$ cat src/rtl/paddle_encoder_if.sv
// Pin/status bundle between the encoder front-end and the pong renderer.
// slave = paddle_encoder side, master = pin/centre source and position consumer.
interface paddle_encoder_if;
  logic       enc1a;
  logic       enc1b;
  logic       enc2a;
  logic       enc2b;
  logic       center;
  logic [5:0] p1y;
  logic [5:0] p2y;
  logic       p1_move;
  logic       p2_move;
  logic       err;

  modport master (
    output enc1a, enc1b, enc2a, enc2b, center,
    input  p1y, p2y, p1_move, p2_move, err
  );

  modport slave (
    input  enc1a, enc1b, enc2a, enc2b, center,
    output p1y, p2y, p1_move, p2_move, err
  );
endinterface

$ cat src/rtl/paddle_encoder.sv
// Two quadrature encoders -> clamped paddle rows; `PADDLE_ACCEL_EN` enables 2-row steps.
// Latency: SYNC_STAGES + DEB_CYCLES + 1 edges from a stable pin change to p*y/p*_move.
// No backpressure: free-running, at most one move per channel per cycle.
module paddle_encoder #(
  parameter int unsigned Y_MIN        = 5,
  parameter int unsigned Y_MAX        = 58,
  parameter int unsigned Y_INIT       = 30,
  parameter int unsigned SYNC_STAGES  = 2,
  parameter int unsigned DEB_CYCLES   = 16,
  parameter int unsigned ACCEL_WINDOW = 64
) (
  input logic             clk,
  input logic             rst_n,
  paddle_encoder_if.slave bus
);
  localparam int unsigned DW     = $clog2(DEB_CYCLES + 1);
  localparam logic [6:0]  Y_MIN7 = 7'(Y_MIN);
  localparam logic [6:0]  Y_MAX7 = 7'(Y_MAX);

  if (SYNC_STAGES < 2 || DEB_CYCLES < 1 || ACCEL_WINDOW < 1 ||
      Y_MIN > Y_MAX || Y_MAX > 63 || Y_INIT < Y_MIN || Y_INIT > Y_MAX) begin : g_bad_params
    $error("paddle_encoder: illegal parameter set");
  end

  // Quadrature phase as a position on the 4-state ring: 00,01,11,10 -> 0,1,2,3.
  function automatic logic [1:0] gpos(input logic [1:0] ab);
    return {ab[1], ab[1] ^ ab[0]};
  endfunction

  logic [3:0]      w_pin;
  logic [3:0]      w_filt;
  logic [1:0][5:0] w_y;
  logic [1:0]      w_move;
  logic [1:0]      w_illegal;
  logic            r_err;

  assign w_pin = {bus.enc2b, bus.enc2a, bus.enc1b, bus.enc1a};

  for (genvar p = 0; p < 4; p++) begin : g_pin
    logic [SYNC_STAGES-1:0] r_sync;
    logic [DW-1:0]          r_deb_cnt;
    logic                   r_filt;
    logic                   w_synced;

    assign w_synced  = r_sync[SYNC_STAGES-1];
    assign w_filt[p] = r_filt;

    always_ff @(posedge clk or negedge rst_n) begin
      if (!rst_n) begin
        r_sync    <= '0;
        r_deb_cnt <= '0;
        r_filt    <= 1'b0;
      end else begin
        r_sync <= {r_sync[SYNC_STAGES-2:0], w_pin[p]};
        if (w_synced == r_filt) begin
          r_deb_cnt <= '0;
        end else if (r_deb_cnt == DW'(DEB_CYCLES - 1)) begin
          r_filt    <= w_synced;
          r_deb_cnt <= '0;
        end else begin
          r_deb_cnt <= r_deb_cnt + 1'b1;
        end
      end
    end
  end

  for (genvar c = 0; c < 2; c++) begin : g_ch
    logic [1:0] w_cur;
    logic [1:0] r_prev;
    logic [1:0] w_delta;
    logic       w_up;
    logic       w_dn;
    logic [6:0] w_step;
    logic [6:0] w_y7;
    logic [6:0] w_next;
    logic [5:0] r_y;
    logic       r_move;

    assign w_cur        = {w_filt[2*c], w_filt[2*c+1]};
    assign w_delta      = gpos(w_cur) - gpos(r_prev);
    assign w_up         = (w_delta == 2'd1);
    assign w_dn         = (w_delta == 2'd3);
    assign w_illegal[c] = (w_delta == 2'd2);
    assign w_y7         = {1'b0, r_y};
    assign w_y[c]       = r_y;
    assign w_move[c]    = r_move;

`ifdef PADDLE_ACCEL_EN
    localparam int unsigned GAP_W = $clog2(ACCEL_WINDOW + 1);
    localparam logic [GAP_W-1:0] GAP_SAT = GAP_W'(ACCEL_WINDOW);
    logic [GAP_W-1:0] r_gap;
    logic             r_last_up;

    // Only consulted when w_up or w_dn is set, so equality means same direction.
    assign w_step = (r_gap < GAP_SAT && r_last_up == w_up) ? 7'd2 : 7'd1;

    always_ff @(posedge clk or negedge rst_n) begin
      if (!rst_n) begin
        r_gap     <= GAP_SAT;
        r_last_up <= 1'b0;
      end else if (bus.center) begin
        r_gap <= GAP_SAT;
      end else if (w_up || w_dn) begin
        r_gap     <= '0;
        r_last_up <= w_up;
      end else if (r_gap != GAP_SAT) begin
        r_gap <= r_gap + 1'b1;
      end
    end
`else
    assign w_step = 7'd1;
`endif

    always_comb begin
      w_next = w_y7;
      if (w_up) begin
        w_next = (w_y7 < Y_MIN7 + w_step) ? Y_MIN7 : w_y7 - w_step;
      end else if (w_dn) begin
        w_next = (w_y7 + w_step > Y_MAX7) ? Y_MAX7 : w_y7 + w_step;
      end
    end

    always_ff @(posedge clk or negedge rst_n) begin
      if (!rst_n) begin
        r_prev <= 2'b00;
        r_y    <= 6'(Y_INIT);
        r_move <= 1'b0;
      end else begin
        r_prev <= w_cur;
        if (bus.center) begin
          r_y    <= 6'(Y_INIT);
          r_move <= 1'b0;
        end else begin
          r_y    <= w_next[5:0];
          r_move <= (w_next != w_y7);
        end
      end
    end
  end

  // Illegal transitions latch the flag even on a centre cycle.
  always_ff @(posedge clk or negedge rst_n) begin
    if (!rst_n) begin
      r_err <= 1'b0;
    end else if (|w_illegal) begin
      r_err <= 1'b1;
    end
  end

  assign bus.p1y     = w_y[0];
  assign bus.p2y     = w_y[1];
  assign bus.p1_move = w_move[0];
  assign bus.p2_move = w_move[1];
  assign bus.err     = r_err;
endmodule

$ cat src/flat_wrapper.sv
// flat-port wrapper written by rule: the top's interface ports become plain ports
module paddle_encoder_flat 
#(
  parameter int unsigned Y_MIN        = 5,
  parameter int unsigned Y_MAX        = 58,
  parameter int unsigned Y_INIT       = 30,
  parameter int unsigned SYNC_STAGES  = 2,
  parameter int unsigned DEB_CYCLES   = 16,
  parameter int unsigned ACCEL_WINDOW = 64
)
  (clk, rst_n, bus_enc1a, bus_enc1b, bus_enc2a, bus_enc2b, bus_center, bus_p1y, bus_p2y, bus_p1_move, bus_p2_move, bus_err);
  paddle_encoder_if bus_i ();
  input logic clk;
  input logic rst_n;
  input wire logic [$bits(bus_i.enc1a)-1:0] bus_enc1a;
  input wire logic [$bits(bus_i.enc1b)-1:0] bus_enc1b;
  input wire logic [$bits(bus_i.enc2a)-1:0] bus_enc2a;
  input wire logic [$bits(bus_i.enc2b)-1:0] bus_enc2b;
  input wire logic [$bits(bus_i.center)-1:0] bus_center;
  output wire logic [$bits(bus_i.p1y)-1:0] bus_p1y;
  output wire logic [$bits(bus_i.p2y)-1:0] bus_p2y;
  output wire logic [$bits(bus_i.p1_move)-1:0] bus_p1_move;
  output wire logic [$bits(bus_i.p2_move)-1:0] bus_p2_move;
  output wire logic [$bits(bus_i.err)-1:0] bus_err;
  assign bus_i.enc1a = bus_enc1a;
  assign bus_i.enc1b = bus_enc1b;
  assign bus_i.enc2a = bus_enc2a;
  assign bus_i.enc2b = bus_enc2b;
  assign bus_i.center = bus_center;
  assign bus_p1y = bus_i.p1y;
  assign bus_p2y = bus_i.p2y;
  assign bus_p1_move = bus_i.p1_move;
  assign bus_p2_move = bus_i.p2_move;
  assign bus_err = bus_i.err;
  paddle_encoder #(.Y_MIN(Y_MIN), .Y_MAX(Y_MAX), .Y_INIT(Y_INIT), .SYNC_STAGES(SYNC_STAGES), .DEB_CYCLES(DEB_CYCLES), .ACCEL_WINDOW(ACCEL_WINDOW)) u_core (.clk(clk), .rst_n(rst_n), .bus(bus_i));
endmodule
$ cat config.mk
export PLATFORM = sky130hd
export DESIGN_NAME = paddle_encoder_flat
export DESIGN_NICKNAME = d
export VERILOG_FILES = /design/src/rtl/paddle_encoder_if.sv /design/src/rtl/paddle_encoder.sv /design/src/flat_wrapper.sv
export SDC_FILE = /design/constraint.sdc
export NUM_CORES = 1
export LEC_CHECK = 0
export CORE_ASPECT_RATIO = 0.5
export CORE_UTILIZATION = 54
export CTS_BUF_LIST = sky130_fd_sc_hd__clkbuf_4
export CTS_CLUSTER_DIAMETER = 80
export CTS_CLUSTER_SIZE = 16
export DETAILED_ROUTE_END_ITERATION = 12
export HOLD_SLACK_MARGIN = 0.06
export PLACE_DENSITY = 0.74
export SETUP_SLACK_MARGIN = 0.2
export SLEW_MARGIN = 20
export SYNTH_ARGS = -nofsm -noshare
export SYNTH_HDL_FRONTEND = slang
export SYNTH_SLANG_ARGS = --single-unit
$ cat constraint.sdc
create_clock -name clk -period 5.4 [get_ports clk]
set_clock_uncertainty 0.05 [all_clocks]
set_input_delay 1.08 -clock clk [delete_from_list [all_inputs] [get_ports clk]]
set_output_delay 1.08 -clock clk [all_outputs]
set_load 0.02 [all_outputs]
==> results.md, run 1 <==
- CTS Sinks: 51
- Synth Warn #: 0
- DR DRC count: 0
- Die H: 54.9 um
- Post-CTS Setup Inserts: 0
- Most common cell in the netlist: dfrtp_1
- CTS tree: yes
- Period utilization: 54.1%
- Synthesized flop and latch total: 51
- Startpoint type of the worst setup path: flop
- Commonest cells post-synth: 43 x dfrtp_1, 35 x nor2_1, 20 x a21oi_1, 20 x o21ai_0, 18 x xor2_1
- Max-Cap Viols: 0
- CTS buffer count: 5
- Met2 wire length: 2830 um
- WL met3: 306 um
- Initial Util: 58.7%
- Crit path largest cell delay: 0.75 ns
- Fin crit period: 2.92 ns
- Async set-or-reset flop fraction in the synthesized netlist: 100%
- Width of the die: 108 um
- PostCTS Resize Cnt: 0
- Core Area: 0.00516 sq mm
- Crit. End Element: output pin
- Reg clk slew, reported paths: 0.15 ns
- Share of cells above drive strength 1: 9.61%
- Core Util, Final: 63.2%
- Post-synth EDFFs: 0
- WL met1: 2820 um
- GR Overflow Total: 0
- Clock latency on the worst-skew pair: 0.37 ns
- Wire per inst: 14.9 um
- H-tree Lvls: 2
- First-pass GRT wire length: 10100 um
- Antenna cells: 0
- # rows: 18
- Vias per inst: 5.93
- Post-synth top area share: 35.6%
- Post-synthesis sequential area ratio: 42.5%
- Crit path DAT: 1.79 ns
- Antenna Violating Nets Remaining: 0
- Synth-to-Final Area Change: 7.78%
- Final Setup Violations: 0
- Fmax: 342 MHz
- Syn Inst Count: 323
- Worst hold path type: reg2reg
- Syn nets: 342
- Slowest CP cell: dfstp_2
- Pwr dens: 193 mW/mm^2
- Routability Congestion: 0.947
- Max transition margin: 32.1%
- Final Slew Violations: 0
- Outcome: finished, final reports clean
- CTS Root Cell: clkbuf_4
- Syn avg cell area: 9.37 sq um
- Hold Buf Count CTS: 0
- Worst IR Drop VDD: 0.000136 V
- Setup Crit Path Kind: reg2out
- Port Buffer Count: 21
- Filler instances: 446
- Setup tns final: 0 ns
- Slack of the worst reg-to-reg path: 2.60 ns
- RSZ-0062 raised after global routing: no
- WP data required: 4.27 ns
- Synthesized area: 0.00303 sq mm
- Ports: 22
- Final WL: 6020 um
- Vias in the first global route: 2171
- Multi-input gate area: 0.00158 sq mm
- Actual slew at the worst max-slew pin: 1.01 ns
- Via count: 2389
- Synth Flop Type: dfrtp_1
- Die Area: 0.00592 sq mm
- Final nets: 351
- Synth area leaders: dfrtp_1 36%, dfstp_2 6.9%, xor2_1 5.2%
- Crit-path leading delay family: flip-flops
- Yosys top cell by area: dfrtp_1
- Register area: 0.00129 sq mm
- Leak Pwr: 0.00142 uW
- Largest net degree at the start of global routing: 52
- Buf/Inv on CP: 1
- Highest routed metal layer: met4
- Clock Path Buffers: 2
- DRT Pass-1 Iters: 5
- Final hold vios: 0
- Crit-path cells: clkdlybuf4s50_1
- Netlist cell types: 60
- Hpwl dp: 4200 um
- Initial antenna violation count: 0
- Iteration-0 DRC Markers: 272
- Crit path max fanout: 18
- All-Layer GR Usage: 22.6%
[cells in the final DEF (no fill, tap or decap), types with 4 or more instances in the layout]
cell type / count
a21oi_1: 20
a31oi_1: 4
and2_1: 9
and3_1: 5
clkbuf_4: 5
clkdlybuf4s50_1: 20
dfrtp_1: 43
dfstp_2: 8
ha_1: 12
inv_1: 10
mux2_2: 4
nand2_1: 17
nand2b_1: 4
nand3_1: 12
nor2_1: 35
nor3_1: 13
o211ai_1: 4
o21ai_0: 20
or3_1: 4
xnor2_1: 9
xor2_1: 18
[path summary, 6_finish.rpt]
check	start	end	cells past startpoint
max	u_core.bus.p1y[2]	bus_p1y[2]	1
max in group asynchronous	rst_n	u_core.bus.p2y[5]	2
min	u_core.g_pin[2].r_sync[0]	u_core.g_pin[2].r_sync[1]	0
min in group asynchronous	rst_n	u_core.g_pin[0].r_deb_cnt[4]	2
min reg2reg	u_core.g_pin[2].r_sync[0]	u_core.g_pin[2].r_sync[1]	0
max reg2reg	u_core.g_pin[2].r_filt	u_core.bus.p2y[3]	8
[flip-flops by register name, indices dropped and copies added, names as in the netlist, 4 cells and up]
| signal | flops |
|---|---|
| u_core.g_pin.r_deb_cnt | 20 |
| u_core.bus.p1y | 6 |
| u_core.g_pin.r_sync | 8 |
| u_core.g_pin.r_filt | 4 |
| u_core.g_ch.r_prev | 4 |
| u_core.bus.p2y | 6 |
[power breakdown]
group          switching, uW  internal, uW  leakage [uW]  total, uW
Sequential              10.2           395      0.000656        406
Combinational           27.5          20.7      0.000726       48.2
Clock                    124          51.3     0.0000354        175
Total                    162           467       0.00142        629
[layout make-up]
type,count,area share [%]
multi-input cells,241,48.3
clock inverters,3,0.576
flip-flops and latches,51,39.4
inverters,11,1.27
well taps,70,2.69
clock buffers,5,1.15
repair buffers,22,6.52
[kinds of logic after synthesis]
logic type | after synthesis | share of synthesized area (%)
and+or+nand+nor | 115 | 19.3
AOI/OAI and AO/OA | 81 | 17.9
DFF | 51 | 42.5
buffers and inverters | 31 | 5.38
xor gates and xnor gates | 27 | 7.82
adders and majority gates | 12 | 4.96
muxes | 6 | 2.15
[layer usage]
metal  vias up  track usage (%)
met5         -                0
met4         0             8.68
met3         8             4.68
met2        79             39.4
met1      1142             28.6
li1       1160                -
[stage by stage]
stage	hold slack [ns]	worst slack [ns]	total power, uW	area (sq um)	cells
final	0.318	2.48	629	3260	403
after global placement	0.283	2.74	459	3200	395
after CTS	0.320	2.48	636	3260	403
after floorplan	0.281	2.89	437	3030	323
after global routing	0.339	2.40	664	3260	403
after detailed placement	0.286	2.62	462	3200	395
Power figures use the tool's default switching activity.
==> inputs of run 2 (changes only) <==
- PLACE_DENSITY: 0.74 -> 0.77
- clock period: 5.4 -> 2.62 ns (I/O delays scaled with it)
==> run 2 against run 1 <==
Via count rose by 5.8%; worst hold slack got worse by 0.13 ns; sequential share of layout area fell by 2.6 points; cell count rose by 5.2%; critical path depth rose by 8; global-route usage rose by 0.88 points; total power rose by 120%; clock power rose to 2.7 times the previous value; sequential cell count did not move; core utilization rose by 4.8 points; die area did not move; non-clock buffer count rose by 21; largest power group unchanged; highest routed layer unchanged.
==> results.md, run 2 (same netlist as run 1, synthesis figures left out) <==
- Outcome: finished, final reports clean (unchanged)
- Clock latency on the worst-skew pair: 0.36 ns (was 0.37 ns)
- Setup Crit Path Kind: reg2reg (was reg2out)
- Routability Congestion: 0.955 (was 0.947)
- Crit. End Element: flop (was output pin)
- GR Overflow Total: 0 (unchanged)
- Hpwl dp: 4460 um (was 4200 um)
- CTS Sinks: 51 (unchanged)
- Setup tns final: 0 ns (unchanged)
- Via count: 2527 (was 2389)
- Share of cells above drive strength 1: 17.8% (was 9.61%)
- Core Area: 0.00516 sq mm (unchanged)
- Port Buffer Count: 21 (unchanged)
- Startpoint type of the worst setup path: flop (unchanged)
- Reg clk slew, reported paths: 0.15 ns (about the same)
- Width of the die: 108 um (unchanged)
- All-Layer GR Usage: 23.4% (was 22.6%)
- Ports: 22 (unchanged)
- H-tree Lvls: 2 (unchanged)
- Iteration-0 DRC Markers: 247 (was 272)
- Vias per inst: 5.96 (was 5.93)
- Most common cell after layout, fill and taps aside: dfrtp_1 (unchanged)
- Wire per inst: 15.0 um (was 14.9 um)
- R2R depth: 9 (was 8)
- Fmax: 412 MHz
- Pwr dens: 401 mW/mm^2 (was 193 mW/mm^2)
- DRT Pass-1 Iters: 6 (was 5)
- First-pass GRT wire length: 10600 um (was 10100 um)
- Max-Cap Viols: 0 (unchanged)
- Initial antenna violation count: 0 (unchanged)
- Final hold vios: 0 (unchanged)
- Top Registers: u_core.g_pin.r_deb_cnt: 20 flops, u_core.g_pin.r_sync: 8 flops (unchanged)
- CTS Root Cell: clkbuf_4 (unchanged)
- Die Area: 0.00592 sq mm (unchanged)
- Reg2reg start: u_core.bus.p2y[1] (was u_core.g_pin[2].r_filt)
- Final nets: 372 (was 351)
- Filler instances: 413 (was 446)
- Antenna cells: 0 (unchanged)
- Clock Path Buffers: 2 (unchanged)
- Fin crit period: 2.43 ns
- Antenna Violating Nets Remaining: 0 (unchanged)
- Final Setup Violations: 0 (unchanged)
- Initial Util: 58.7% (unchanged)
- Leak Pwr: 0.00152 uW (was 0.00142 uW)
- Final WL: 6340 um (was 6020 um)
- Final Slew Violations: 0 (unchanged)
- Synth-to-Final Area Change: 16.0% (was 7.78%)
- Actual slew at the worst max-slew pin: 0.841 ns (was 1.01 ns)
- RSZ-0062 raised after global routing: yes (was no)
- Final Non-Filler Cells: 424 (was 403)
- Slack of the worst reg-to-reg path: 0.19 ns (was 2.60 ns)
- Die H: 54.9 um (unchanged)
- # rows: 18 (unchanged)
- DR DRC count: 0 (unchanged)
- Hold Buf Count CTS: 0 (unchanged)
- Crit path max fanout: 4 (was 18)
- FF-to-FF End: u_core.bus.p2_move (was u_core.bus.p2y[3])
- Largest register by flop count: u_core.g_pin.r_deb_cnt (unchanged)
- Commonest cells after routing, fill and taps aside: 42 x dfrtp_1, 35 x nor2_1, 22 x buf_4, 20 x a21oi_1, 20 x clkdlybuf4s50_1 (was 43 x dfrtp_1, 35 x nor2_1, 20 x o21ai_0, 20 x a21oi_1, 20 x clkdlybuf4s50_1)
- Max transition margin: 44.0% (was 32.1%)
- CTS tree: yes (unchanged)
- WP data required: 2.80 ns (was 4.27 ns)
- Worst IR Drop VDD: 0.000286 V (was 0.000136 V)
- Vias in the first global route: 2371 (was 2171)
- CTS buffer count: 5 (unchanged)
- Dpl cells: 408 (was 395)
- Crit path DAT: 2.61 ns (was 1.79 ns)
- Worst hold path type: in2async (was reg2reg)
- Flip-flop count of the largest register after layout: 20 (unchanged)
- Period utilization: 92.6%
- Largest net degree at the start of global routing: 39 (was 52)
## run 2: changes by cell type in the layout (fill, tap and decap cells not counted), sizes merged
cell | previous run | this run
bufinv | 0 | 1
clkinvlp | 0 | 1
buf | 2 | 23
inv | 12 | 11
clkinv | 2 | 0
clkbuf | 5 | 6
## run 2: worst max-delay path by stage
stage                      startpoint            endpoint  slack, ns  cells past startpoint
global route        u_core.bus.p2y[1]  u_core.bus.p2_move       0.09                      9
global placement    u_core.bus.p1y[1]  u_core.bus.p1_move       0.26                      9
detailed placement  u_core.bus.p1y[1]  u_core.bus.p1_move       0.14                      9
CTS                 u_core.bus.p1y[1]  u_core.bus.p1_move       0.20                      9
finish              u_core.bus.p2y[1]  u_core.bus.p2_move       0.19                      9
floorplan           u_core.bus.p2y[1]  u_core.bus.p2_move       0.20                     10
## run 2: metrics by stage
step           hold WS, ns  area (sq um)  total power, uW  worst slack [ns]  util [%]
3_5_place_dp         0.287          3320              953             0.143      64.4
3_3_place_gp         0.282          3320              948             0.261      64.4
5_1_grt              0.223          3510             1470            0.0868      68.0
6_report             0.188          3510             1410             0.195      68.0
4_1_cts              0.212          3420             1420             0.203      66.3
2_1_floorplan        0.178          3050              902             0.199         -
## run 2: layout make-up
type | count | area, sq um | share of cell area [%]
Clock buffer | 6 | 45.0 | 1.28
Tap cell | 70 | 87.6 | 2.50
Clock inverter | 2 | 38.8 | 1.11
Inverter | 11 | 45.0 | 1.28
Multi-Input combinational cell | 241 | 1630 | 46.5
Sequential cell | 51 | 1290 | 36.8
Timing Repair Buffer | 43 | 370 | 10.6
## run 2: metal layers
layer,vias up,part of all wire [%],global-route usage (%)
met4,0,0.79,6.39
met2,98,49,43.8
li1,1202,-,-
met1,1219,43,28.3
met5,-,0,0
met3,8,6.8,5.27
## run 2: repair_timing
item,in CTS,in global routing
setup buffers,2,6
pin swaps,0,6
resized for setup,1,10
endpoints found under the setup margin,2,10
hold endpoints to repair,0,0
## run 2: worst max-delay path, stage by stage, from the launching register on
cell	delay, ns
dfstp_2	0.60
clkinvlp_4	0.14
ha_4	0.31
o21ai_2	0.05
o2bb2ai_1	0.12
or3_4	0.35
o21ai_4	0.23
a21oi_1	0.07
nor3_1	0.27
a311oi_1	0.13
## run 2: power breakdown
group	leakage, uW	internal [uW]	switching (uW)
combinational	0.000824	45.6	58.3
sequential	0.000654	815	21.3
clock	0.0000463	216	250
